## src/rtl/prog_loader_if.sv

```systemverilog
// Byte-stream receive handshake, instruction-memory write port and loader status.
// master drives the byte stream; slave is the loader.
interface prog_loader_if #(
    parameter int unsigned ADDR_W = 13,
    parameter int unsigned DATA_W = 14
) ();
    logic [7:0]        rx_data;
    logic              rx_valid;
    logic              rx_ready;
    logic [ADDR_W-1:0] mem_addr;
    logic [DATA_W-1:0] mem_wdata;
    logic              mem_we;
    logic              core_reset;
    logic              busy;
    logic              done;
    logic              error;

    modport master (
        output rx_data, rx_valid,
        input  rx_ready, mem_addr, mem_wdata, mem_we, core_reset, busy, done, error
    );

    modport slave (
        input  rx_data, rx_valid,
        output rx_ready, mem_addr, mem_wdata, mem_we, core_reset, busy, done, error
    );
endinterface

```

## src/rtl/prog_loader.sv

```systemverilog
// Framed byte-stream programmer for the instruction memory; holds the core in reset while loading.
// Define LOADER_CHECKSUM_EN to require and verify a trailing checksum byte per frame.
module prog_loader #(
    parameter int unsigned ADDR_W     = 13,
    parameter int unsigned DATA_W     = 14,
    parameter logic [7:0]  START_BYTE = 8'hA5
) (
    input logic          clk,
    input logic          reset,
    prog_loader_if.slave bus
);
    localparam int unsigned CntHiW = ADDR_W - 8;
    localparam int unsigned HiW    = DATA_W - 8;

    typedef enum logic [3:0] {
        StIdle,
        StCntHi,
        StCntLo,
        StDataHi,
        StDataLo,
        StWrite,
`ifdef LOADER_CHECKSUM_EN
        StCheck,
`endif
        StDone,
        StError
    } state_e;

    // State entered once the last word (or an empty count) has been handled.
`ifdef LOADER_CHECKSUM_EN
    localparam state_e StFinal = StCheck;
`else
    localparam state_e StFinal = StDone;
`endif

    state_e            state_q, state_d;
    logic [7:0]        cnt_hi_q, cnt_hi_d;
    logic [ADDR_W-1:0] n_q, n_d;
    logic [ADDR_W-1:0] word_cnt_q, word_cnt_d;
    logic [ADDR_W-1:0] mem_addr_q, mem_addr_d;
    logic [HiW-1:0]    hi_q, hi_d;
    logic [DATA_W-1:0] mem_wdata_q, mem_wdata_d;
    logic              rx_ready_q, mem_we_q, core_reset_q, busy_q, done_q, error_q;

    logic              accept;
    logic              start_accept;
    logic [ADDR_W-1:0] word_next;
    logic [ADDR_W-1:0] cnt_n;

    assign accept       = bus.rx_valid && rx_ready_q;
    assign start_accept = accept && (bus.rx_data == START_BYTE)
                          && (state_q inside {StIdle, StDone, StError});
    assign word_next    = word_cnt_q + ADDR_W'(1);
    assign cnt_n        = {cnt_hi_q[CntHiW-1:0], bus.rx_data};

`ifdef LOADER_CHECKSUM_EN
    logic [7:0] chk_q, chk_d;

    always_comb begin
        chk_d = chk_q;
        if (start_accept) begin
            chk_d = '0;
        end else if (accept && (state_q inside {StCntHi, StCntLo, StDataHi, StDataLo})) begin
            chk_d = chk_q + bus.rx_data;
        end
    end

    always_ff @(posedge clk) begin
        if (reset) begin
            chk_q <= '0;
        end else begin
            chk_q <= chk_d;
        end
    end
`endif

    always_comb begin
        state_d     = state_q;
        cnt_hi_d    = cnt_hi_q;
        n_d         = n_q;
        word_cnt_d  = word_cnt_q;
        mem_addr_d  = mem_addr_q;
        hi_d        = hi_q;
        mem_wdata_d = mem_wdata_q;
        unique case (state_q)
            StIdle, StDone, StError: begin
                if (start_accept) begin
                    state_d    = StCntHi;
                    word_cnt_d = '0;
                    mem_addr_d = '0;
                end
            end
            StCntHi: begin
                if (accept) begin
                    cnt_hi_d = bus.rx_data;
                    state_d  = StCntLo;
                end
            end
            StCntLo: begin
                if (accept) begin
                    n_d = cnt_n;
                    if (cnt_hi_q[7:CntHiW] != '0) begin
                        state_d = StError;
                    end else if (cnt_n == '0) begin
                        state_d = StFinal;
                    end else begin
                        state_d = StDataHi;
                    end
                end
            end
            StDataHi: begin
                if (accept) begin
                    hi_d    = bus.rx_data[HiW-1:0];
                    state_d = StDataLo;
                end
            end
            StDataLo: begin
                if (accept) begin
                    // Address and data are latched here and held until the next word.
                    mem_addr_d  = word_cnt_q;
                    mem_wdata_d = {hi_q, bus.rx_data};
                    state_d     = StWrite;
                end
            end
            StWrite: begin
                word_cnt_d = word_next;
                state_d    = (word_next == n_q) ? StFinal : StDataHi;
            end
`ifdef LOADER_CHECKSUM_EN
            StCheck: begin
                if (accept) begin
                    state_d = (bus.rx_data == chk_q) ? StDone : StError;
                end
            end
`endif
            default: state_d = StIdle;
        endcase
    end

    always_ff @(posedge clk) begin
        if (reset) begin
            state_q      <= StIdle;
            cnt_hi_q     <= '0;
            n_q          <= '0;
            word_cnt_q   <= '0;
            mem_addr_q   <= '0;
            hi_q         <= '0;
            mem_wdata_q  <= '0;
            rx_ready_q   <= 1'b1;
            mem_we_q     <= 1'b0;
            core_reset_q <= 1'b0;
            busy_q       <= 1'b0;
            done_q       <= 1'b0;
            error_q      <= 1'b0;
        end else begin
            state_q      <= state_d;
            cnt_hi_q     <= cnt_hi_d;
            n_q          <= n_d;
            word_cnt_q   <= word_cnt_d;
            mem_addr_q   <= mem_addr_d;
            hi_q         <= hi_d;
            mem_wdata_q  <= mem_wdata_d;
            rx_ready_q   <= (state_d != StWrite);
            mem_we_q     <= (state_d == StWrite);
            core_reset_q <= !(state_d inside {StIdle, StDone});
            busy_q       <= !(state_d inside {StIdle, StDone, StError});
            done_q       <= (state_d == StDone);
            error_q      <= (state_d == StError);
        end
    end

    assign bus.rx_ready   = rx_ready_q;
    assign bus.mem_addr   = mem_addr_q;
    assign bus.mem_wdata  = mem_wdata_q;
    assign bus.mem_we     = mem_we_q;
    assign bus.core_reset = core_reset_q;
    assign bus.busy       = busy_q;
    assign bus.done       = done_q;
    assign bus.error      = error_q;
endmodule

```

## src/flat_wrapper.sv

```systemverilog
// flat-port wrapper written by rule: the top's interface ports become plain ports
module prog_loader_flat 
#(
    parameter int unsigned ADDR_W     = 13,
    parameter int unsigned DATA_W     = 14,
    parameter logic [7:0]  START_BYTE = 8'hA5
)
  (clk, reset, bus_rx_data, bus_rx_valid, bus_rx_ready, bus_mem_addr, bus_mem_wdata, bus_mem_we, bus_core_reset, bus_busy, bus_done, bus_error);
  prog_loader_if #(.ADDR_W(ADDR_W), .DATA_W(DATA_W)) bus_i ();
  input logic clk;
  input logic reset;
  input wire logic [$bits(bus_i.rx_data)-1:0] bus_rx_data;
  input wire logic [$bits(bus_i.rx_valid)-1:0] bus_rx_valid;
  output wire logic [$bits(bus_i.rx_ready)-1:0] bus_rx_ready;
  output wire logic [$bits(bus_i.mem_addr)-1:0] bus_mem_addr;
  output wire logic [$bits(bus_i.mem_wdata)-1:0] bus_mem_wdata;
  output wire logic [$bits(bus_i.mem_we)-1:0] bus_mem_we;
  output wire logic [$bits(bus_i.core_reset)-1:0] bus_core_reset;
  output wire logic [$bits(bus_i.busy)-1:0] bus_busy;
  output wire logic [$bits(bus_i.done)-1:0] bus_done;
  output wire logic [$bits(bus_i.error)-1:0] bus_error;
  assign bus_i.rx_data = bus_rx_data;
  assign bus_i.rx_valid = bus_rx_valid;
  assign bus_rx_ready = bus_i.rx_ready;
  assign bus_mem_addr = bus_i.mem_addr;
  assign bus_mem_wdata = bus_i.mem_wdata;
  assign bus_mem_we = bus_i.mem_we;
  assign bus_core_reset = bus_i.core_reset;
  assign bus_busy = bus_i.busy;
  assign bus_done = bus_i.done;
  assign bus_error = bus_i.error;
  prog_loader #(.ADDR_W(ADDR_W), .DATA_W(DATA_W), .START_BYTE(START_BYTE)) u_core (.clk(clk), .reset(reset), .bus(bus_i));
endmodule
```

## config.mk

```make
export PLATFORM = sky130hd
export DESIGN_NAME = prog_loader_flat
export DESIGN_NICKNAME = d
export VERILOG_FILES = /design/src/rtl/prog_loader_if.sv /design/src/rtl/prog_loader.sv /design/src/flat_wrapper.sv
export SDC_FILE = /design/constraint.sdc
export NUM_CORES = 1
export LEC_CHECK = 0
export CAP_MARGIN = 20
export CORE_ASPECT_RATIO = 0.9
export CORE_UTILIZATION = 40
export DETAILED_ROUTE_END_ITERATION = 10
export PLACE_DENSITY = 0.62
export REMOVE_ABC_BUFFERS = 1
export SYNTH_ARGS = -nofsm -noshare
export SYNTH_HDL_FRONTEND = slang
export SYNTH_SLANG_ARGS = --single-unit
```

## constraint.sdc

```tcl
create_clock -name clk -period 4.5 [get_ports clk]
set_clock_uncertainty 0.05 [all_clocks]
set_input_delay 0.45 -clock clk [delete_from_list [all_inputs] [get_ports clk]]
set_output_delay 0.45 -clock clk [all_outputs]
set_load 0.02 [all_outputs]
```

# After elaboration in Yosys (flattened, before gate mapping)
# Index checks and enable logic that the tools add are counted.
# totals
mem_count,0
ram_bits,0
latch_bits,0
reg_bits,77
rom_bits,0
# classes
eq_ne,15
div_mod_pow,0
multipliers,0
reduce_logical,21
bitwise,0
n_addsub,1
n_shift,0
n_lt_le_gt_ge,0
muxes,13
# ops
operator,n
$pmux W13 S2,2
$eq A4 B3 Y1 const B,7
$mux W13,2
$mux W4,6
$pmux W4 S6,1
$add A13 B1 Y13 const B,1
$eq A13 B13 Y1,1
$logic_not A13 Y1,1
$reduce_and A2 Y1,5
$reduce_bool A3 Y1,3
$eq A4 B2 Y1 const B,2
$eq A8 B8 Y1 const B,1
$logic_not A4 Y1,2
$mux W3,2
$reduce_bool A2 Y1,3
$eq A4 B1 Y1 const B,1
$ne A2 B1 Y1 const B,2
$ne A4 B3 Y1 const B,1
$logic_and A1 B1 Y1,3
$reduce_and A3 Y1,1
$reduce_or A3 Y1,1
$logic_not A1 Y1,2

# Logic depth before layout (Yosys ltp)
# Gate-level depths: netlist of the first run.
# logic_depth
depth_word,8
ltp_mapped,9
ltp_nobuf,8

# Worst setup path after synthesis of the first run
# Ideal clock, no wire load.
# synth_path
kind,register -> register
from,register u_core.word_cnt_q[1]
to,"register u_core.done_q, in the netlist u_core.bus.done"
t_arrival_ns,2.309
setup_slack_ns,2.054
n_path_buf,0
stages_incl_launch_ff,9
setup_time_ns,0.087
cell_sequence,dfxtp_1 > ha_1 > nand3_4 > or4_1 > a32oi_1 > nand4_1 > nor4b_4 > o21a_2 > nor4b_2
# synth_between
elab_chain_cells,5
# synth_lines
item,line,source
from (decl),prog_loader.sv:39,"logic [ADDR_W-1:0] word_cnt_q, word_cnt_d;"
from (signal assigned),prog_loader.sv:159,word_cnt_q <= word_cnt_d;
$add A13 B1 Y13,prog_loader.sv:53,assign word_next = word_cnt_q + ADDR_W'(1);
$eq A13 B13 Y1,prog_loader.sv:127,state_d = (word_next == n_q) ? StFinal : StDataHi;
$mux W3,prog_loader.sv:127,
$pmux W4 S6,prog_loader.sv:85,unique case (state_q)
$eq A4 B3 Y1,prog_loader.sv:167,done_q <= (state_d == StDone);
to (signal assigned),prog_loader.sv:167,
to (decl),prog_loader.sv:43,"logic rx_ready_q, mem_we_q, core_reset_q, busy_q, done_q, error_q;"
# No other way between the ends.
# A chain may end at the register's enable or synchronous reset.

# Final worst setup path of the first run
# layout_path
from,register u_core.word_cnt_q[0]
to,"register u_core.error_q, in the netlist u_core.bus.error"
# layout_between
elab_chain_cells,5
# layout_lines
item,line,source
$add A13 B1 Y13,prog_loader.sv:53,
$eq A13 B13 Y1,prog_loader.sv:127,
$mux W3,prog_loader.sv:127,
$pmux W4 S6,prog_loader.sv:85,
$eq A4 B3 Y1,prog_loader.sv:168,error_q <= (state_d == StError);
to (signal assigned),prog_loader.sv:168,
to (decl),prog_loader.sv:43,
# No other way between the ends.

==> results of run 1 <==
[flip-flops by register name, summed over array words and instances, names as in the netlist]
name,count
u_core.bus.error,1
u_core.word_cnt_q,13
u_core.bus.done,1
u_core.bus.mem_we,1
u_core.hi_q,6
u_core.bus.mem_addr,13
u_core.cnt_hi_q,8
u_core.bus.mem_wdata,14
u_core.state_q,4
u_core.bus.rx_ready,1
u_core.bus.core_reset,1
u_core.n_q,13
u_core.bus.busy,1
[stage by stage]
| step | instances | hold slack (ns) | worst slack [ns] | total power, mW | instance area [um2] |
|---|---|---|---|---|---|
| floorplan | 406 | 0.376 | 1.22 | 0.703 | 3380 |
| global placement | 575 | 0.389 | 1.48 | 0.731 | 4020 |
| detailed placement | 576 | 0.393 | 1.36 | 0.732 | 4020 |
| CTS | 592 | 0.405 | 1.59 | 1.26 | 4220 |
| global route | 592 | 0.420 | 1.40 | 1.29 | 4220 |
| finish | 592 | 0.400 | 1.59 | 1.24 | 4220 |
[worst max-delay path, stage by stage (launching register included)]
cell	delay (ns)
sky130_fd_sc_hd__dfxtp_1	0.48
sky130_fd_sc_hd__ha_1	0.38
sky130_fd_sc_hd__nand3_4	0.15
sky130_fd_sc_hd__or4_1	0.55
sky130_fd_sc_hd__a32oi_1	0.19
sky130_fd_sc_hd__nand4_1	0.17
sky130_fd_sc_hd__nor4b_4	0.42
sky130_fd_sc_hd__a21oi_2	0.16
sky130_fd_sc_hd__nor4_2	0.27
[worst paths after layout]
check | slack, ns | from | end | depth (start not counted)
worst max-delay path | 1.59 | u_core.word_cnt_q[0] | u_core.bus.error | 8
worst min-delay path | 0.40 | u_core.bus.mem_addr[3] | u_core.bus.mem_addr[3] | 2
worst max register to register | 1.59 | u_core.word_cnt_q[0] | u_core.bus.error | 8
worst min register to register | 0.40 | u_core.bus.mem_addr[3] | u_core.bus.mem_addr[3] | 2
[power groups by stage]
stage | logic (mW) | clock network [mW] | registers (mW)
CTS | 0.0333 | 0.541 | 0.682
detailed placement | 0.0333 | 0 | 0.698
finish | 0.0333 | 0.525 | 0.682
global placement | 0.0323 | 0 | 0.698
global route | 0.0361 | 0.569 | 0.682
floorplan | 0.00550 | 0 | 0.698
[per-layer routing]
layer,GRT usage,up-vias
li1,-,1593
met1,0.274,1468
met2,0.284,79
met3,0.0470,4
met4,0.0604,0
met5,0,-
[cells by family (layout without fill, tap and decap cells)]
| family | Yosys count | count (layout) | synth area share |
|---|---|---|---|
| compound gates | 95 | 95 | 0.160 |
| xor+xnor | 15 | 15 | 0.0373 |
| fa+ha+maj | 1 | 1 | 0.00355 |
| buf+inv | 38 | 72 | 0.0444 |
| flops | 77 | 77 | 0.438 |
| mux | 14 | 14 | 0.0398 |
| other cells | 1 | 1 | 0.00107 |
| simple gates | 198 | 198 | 0.276 |
[Yosys cell counts (3+ instances only)]
master	instances	area [um2]
sky130_fd_sc_hd__a22oi_1	3	22.5
sky130_fd_sc_hd__inv_1	5	18.8
sky130_fd_sc_hd__nand2_1	76	285
sky130_fd_sc_hd__nand2b_1	3	18.8
sky130_fd_sc_hd__nand4_1	6	37.5
sky130_fd_sc_hd__nand3_1	29	145
sky130_fd_sc_hd__o21ai_0	12	60.1
sky130_fd_sc_hd__a31oi_1	3	18.8
sky130_fd_sc_hd__a311oi_1	5	43.8
sky130_fd_sc_hd__mux2i_1	14	140
sky130_fd_sc_hd__xor2_1	4	35.0
sky130_fd_sc_hd__a21oi_1	56	280
sky130_fd_sc_hd__xnor2_1	11	96.3
sky130_fd_sc_hd__buf_2	4	20.0
sky130_fd_sc_hd__nor3_1	11	55.1
sky130_fd_sc_hd__and3_1	3	18.8
sky130_fd_sc_hd__clkbuf_1	26	97.6
sky130_fd_sc_hd__nor4_1	7	43.8
sky130_fd_sc_hd__nor2_1	40	150
sky130_fd_sc_hd__or3_1	5	31.3
sky130_fd_sc_hd__dfxtp_1	77	1540
[layout make-up]
cell class	instances	area, um2	area share
Inverter	5	18.8	0.00444
Timing Repair Buffer	51	485	0.115
Clock buffer	10	138	0.0326
Multi-Input combinational cell	324	1830	0.433
Tap cell	119	149	0.0353
Clock inverter	6	62.6	0.0148
Sequential cell	77	1540	0.365
==> run_results.csv, run 1 <==
group,metric,value,unit
status,run_status,"finished clean",
sta,grt_setup_unrepaired,"false",
grt,grt_pass1_wl,14.0,mm
sta,tmin_final,2.91,ns
grt,global_route.overflow_total,0,
sta,final-setup-viol-count,0,
layout,antennaDiodeCount,0,
sta,final-max-slew-violation-count,0,
min_path,worst_hold_path_type,"reg2reg",
clock_tree,h_tree_levels,3,
clock_tree,cts_tree,"built",
floorplanning,ios,44,
pwr,static-leakage-power,1.44,nW
floorplanning,fp.dieH,91.0,um
worst_setup_path,critical_path.max_fanout,8,
worst_setup_path,path_class,"reg2reg",
run,drv_cap,0,
sta,transition_time_at_the_pin_with_the_least_slew_margin,0.788,ns
clock_tree,clock_edge_transition_at_the_registers_on_the_reported_setup_and_hold_paths,0.08,ns
floorplanning,design.die.area,9180,um2
sta,fmaxAchievable,344,MHz
clock_tree,cts_hold_buffers,0,
drt,firstDrtPassIters,4,
yosys,share_of_flip_flops_with_an_asynchronous_set_or_reset,0,
pwr,clockPowerShare,0.423,
grt,vias_in_the_first_global_route,2870,
yosys,netlist_area,3520,um2
pwr,cell_internal_pwr,0.961,mW
worst_setup_path,worstPathArrival,3.12,ns
floorplanning,row_count,32,
clock_tree,inserted_clock_buffers,9,
pwr,worst_vdd_drop,0.145,mV
grt,gr-usage-all-layers,0.193,
sta,worst_max_slew_margin_expressed_relative_to_the_limit,0.474,
layout,fillers,872,
pwr,swShare,0.225,
grt,antenna_violations_before_repair,0,
drt,detail_route.drc_violations,0,
yosys,synth_warnings,0,
layout,synthToLayoutAreaGrowth,20.0,%
drt,drt-initial-drc-count,180,
grt,largest_net_degree_at_the_start_of_global_routing,77,
yosys,netlist_instances,439,
worst_setup_path,critPathRequiredTime,4.71,ns
drt,finalWirelength,8.43,mm
yosys,leading_register_cell_type_out_of_synthesis,"sky130_fd_sc_hd__dfxtp_1",
sta,hold_viol_final,0,
pwr,net-switching-power,0.279,mW
layout,final_nets,480,
yosys,post_synth.cell_area_avg,8.02,um2
clock_tree,cts_setup_buffers,0,
place,portBuffers,43,
clock_tree,cts_max_path_buffers,2,
yosys,synth-edff-count,0,
place,gp_congestion,0.862,
worst_setup_path,start_kind,"flip-flop",
worst_setup_path,cp-end-kind,"flip-flop",
clock_tree,clock_root_buffer,"sky130_fd_sc_hd__clkbuf_8",
clock_tree,clkSinkCount,77,
drt,wl_met3,411,um
pwr,seq_power_share,0.550,
drt,wirelength_met1,4.12,mm
layout,final_common_cell,"sky130_fd_sc_hd__dfxtp_1",
drt,drt-vias-per-instance,5.31,
yosys,post_synth_num_cell_types,55,
floorplanning,core-area,8570,um2
pwr,pwr-share-comb,0.027,
sta,final.setup.tns,0,ns
floorplanning,dieWidth,101,um
clock_tree,cts-resized-gates,0,
drt,top_layer,"met4",
yosys,seq_area_frac_synth,0.438,
sta,final_min_period_over_clock_period,0.646,
drt,wire_per_inst,14.2,um
drt,final_antenna_net_count,0,
clock_tree,clock_insertion_delay_worst_skew,0.34,ns
layout,layout_common_cells,"sky130_fd_sc_hd__dfxtp_1, sky130_fd_sc_hd__nand2_1, sky130_fd_sc_hd__a21oi_1, sky130_fd_sc_hd__clkdlybuf4s50_1, sky130_fd_sc_hd__nor2_1",
yosys,synth-seq-cells,77,
layout,final_util,0.493,
drt,met2WireLength,3.84,mm
floorplanning,initial_core_util,0.411,
layout,drive_above_1_share,0.0782,
pwr,power.density,294,nW/um2
place,hpwlAfterDp,5.67,mm
drt,dr_total_vias,3144,
No activity file was read; power rests on OpenSTA's default activity.
==> run 2: changes to the inputs <==
clock period = 2.85 ns   (was 4.5 ns; I/O delays follow)
==> run 2 against run 1 <==
Effect of this change:
- combinational power is 81% higher
- global-route usage is 1.5 points higher
- non-clock buffer count is 14 higher
- worst setup slack worse by 1.4 ns
- sequential power is 58% higher
- total power is 48% higher
- register-to-register slack worse by 1.4 ns
- first-iteration DRC count is 7.2% higher
- via count is 1.3% higher
- hold slack worse by 0.0015 ns
==> run_results.csv, run 2 (synthesized netlist as in run 1, its figures left out) <==
group,metric,value,unit
drt,finalWirelength,8.85,mm
clock_tree,h_tree_levels,3,
worst_setup_path,crit_path_cell_trace,"nand3_4 -> or3_2 -> a311oi_1 -> a21oi_1 -> nor4b_4 -> o21a_2 -> nor4b_2",
min_path,timing.hold.worst_endpoint,"u_core.bus.mem_addr[11]",
min_path,hold_path_cells,2,
worst_setup_path,start_kind,"flip-flop",
grt,global_route.overflow_total,0,
worst_setup_path,regToRegEndpoint,"u_core.bus.done",
clock_tree,cts-resized-gates,0,
worst_setup_path,timing.critical_path.buf_inv,0,
place,gp_congestion,0.899,
clock_tree,clock_insertion_delay_worst_skew,0.35,ns
place,detailed_place.area,4130,um2
layout,stdcell_count,603,
worst_setup_path,cp_top_family,"simple AND/OR/NAND/NOR gates",
drt,dr_total_vias,3186,
floorplanning,fp.dieH,91.0,um
pwr,static-leakage-power,1.51,nW
pwr,power.density,426,nW/um2
sta,transition_time_at_the_pin_with_the_least_slew_margin,0.786,ns
sta,tmin_final,2.63,ns
worst_setup_path,critPathRequiredTime,3.06,ns
sta,worst_max_slew_margin_expressed_relative_to_the_limit,0.476,
sta,hold_viol_final,0,
drt,drt-vias-per-instance,5.28,
worst_setup_path,critPathMaxStageDelay,0.56,ns
clock_tree,cts_tree,"built",
worst_setup_path,timing.rr.start,"u_core.word_cnt_q[2]",
worst_setup_path,critical_path.max_fanout,10,
pwr,cell_internal_pwr,1.42,mW
grt,largest_net_degree_at_the_start_of_global_routing,77,
layout,antennaDiodeCount,0,
worst_setup_path,cp-end-kind,"flip-flop",
place,placedCellCount,590,
layout,synthToLayoutAreaGrowth,22.6,%
grt,grt-busiest-layer,"met2",
floorplanning,core-area,8570,um2
sta,final_min_period_over_clock_period,0.922,
grt,gr-usage-all-layers,0.208,
worst_setup_path,cpMaxStageDelayCell,"sky130_fd_sc_hd__dfxtp_1",
place,hpwlAfterDp,6.07,mm
floorplanning,dieWidth,101,um
clock_tree,clkSinkCount,77,
pwr,swShare,0.226,
floorplanning,initial_core_util,0.411,
sta,setup_ws_post_layout,0.222,ns
worst_setup_path,r2r_setup_slack,0.22,ns
pwr,seq_power_share,0.586,
pwr,clockPowerShare,0.381,
clock_tree,inserted_clock_buffers,9,
min_path,worst_hold_path_type,"reg2reg",
grt,grt_use_met1,0.300,
pwr,pwr-share-comb,0.033,
worst_setup_path,path_class,"reg2reg",
clock_tree,cts_setup_buffers,0,
drt,drt-initial-drc-count,193,
place,portBuffers,43,
drt,detail_route.drc_violations,0,
worst_setup_path,worstRegToRegCells,7,
status,run_status,"finished clean",
drt,wire_per_inst,14.7,um
grt,met3_usage_in_global_routing,0.0554,
grt,antenna_violations_before_repair,0,
layout,final_util,0.504,
worst_setup_path,worstPathArrival,2.84,ns
layout,layout_common_cells,"sky130_fd_sc_hd__nand2_1, sky130_fd_sc_hd__dfxtp_1, sky130_fd_sc_hd__a21oi_1, sky130_fd_sc_hd__clkdlybuf4s50_1, sky130_fd_sc_hd__nor2_1",
layout,drive_above_1_share,0.105,
clock_tree,cts_max_path_buffers,2,
sta,final-setup-viol-count,0,
drt,final_antenna_net_count,0,
run,drv_cap,0,
floorplanning,design.die.area,9180,um2
grt,vias_in_the_first_global_route,2965,
floorplanning,row_count,32,
drt,firstDrtPassIters,4,
layout,largest_register_ff_count,14,
min_path,hold_path_startpoint,"u_core.bus.mem_addr[11]",
layout,final_area,4320,um2
grt,grt_pass1_wl,14.9,mm
pwr,net-switching-power,0.415,mW
clock_tree,cts_hold_buffers,0,
grt,use_met2,0.302,
floorplanning,ios,44,
clock_tree,clock_edge_transition_at_the_registers_on_the_reported_setup_and_hold_paths,0.08,ns
layout,final_nets,494,
clock_tree,clock_root_buffer,"sky130_fd_sc_hd__clkbuf_8",
pwr,worst_vdd_drop,0.232,mV
place,post-place-ws,0.0737,ns
sta,fmaxAchievable,380,MHz
sta,final-max-slew-violation-count,0,
[run 2: power groups by stage]
| stage | clock [mW] | combinational (mW) | sequential [mW] |
|---|---|---|---|
| 6_report | 0.701 | 0.0602 | 1.08 |
| 3_3_place_gp | 0 | 0.0600 | 1.10 |
| 2_1_floorplan | 0 | 0.00869 | 1.10 |
| 3_5_place_dp | 0 | 0.0601 | 1.10 |
| 4_1_cts | 0.729 | 0.0602 | 1.08 |
| 5_1_grt | 0.769 | 0.0646 | 1.08 |
[run 2: layer usage]
layer / vias to the layer above / part of all wire
met5: - / 0
met2: 88 / 0.44
met4: 0 / 0.016
met3: 12 / 0.048
met1: 1473 / 0.50
li1: 1613 / -
[run 2: worst min-delay path: stages, from the launching register on]
cell and delay, ns:
sky130_fd_sc_hd__dfxtp_1 0.31, sky130_fd_sc_hd__nand2_1 0.05, sky130_fd_sc_hd__a21oi_1 0.05
[run 2: stage by stage]
step                hold slack (ns)  setup TNS, ns  total power [mW]
detailed placement            0.394              0              1.16
global placement              0.388              0              1.16
finish                        0.398              0              1.84
floorplan                     0.304          -1.86              1.11
global route                  0.414       -0.00421              1.91
CTS                           0.403              0              1.87
[run 2: layout make-up]
class	count	area, um2
multi-input combinational	324	1860
clock inverter	2	12.5
inverter	5	18.8
sequential	77	1540
fill	875	4250
timing repair buffer	65	591
clock buffer	11	141
tap	119	149
[run 2: worst max path at each step]
| stage | startpoint | cells after the start | to | slack, ns |
|---|---|---|---|---|
| floorplan | u_core.bus.rx_ready | 6 | u_core.bus.rx_ready | -0.43 |
| global placement | u_core.word_cnt_q[1] | 8 | u_core.bus.done | 0.21 |
| detailed placement | u_core.word_cnt_q[1] | 8 | u_core.bus.error | 0.07 |
| CTS | u_core.word_cnt_q[1] | 8 | u_core.bus.done | 0.03 |
| global route | u_core.word_cnt_q[2] | 7 | u_core.bus.error | -0.004 |
| finish | u_core.word_cnt_q[2] | 7 | u_core.bus.done | 0.22 |
==> run 3: changes to the inputs <==
HOLD_SLACK_MARGIN = 0.15   (was default)
==> results of run 3 <==
Final layout, timing and power as in run 2 (identical DEF).
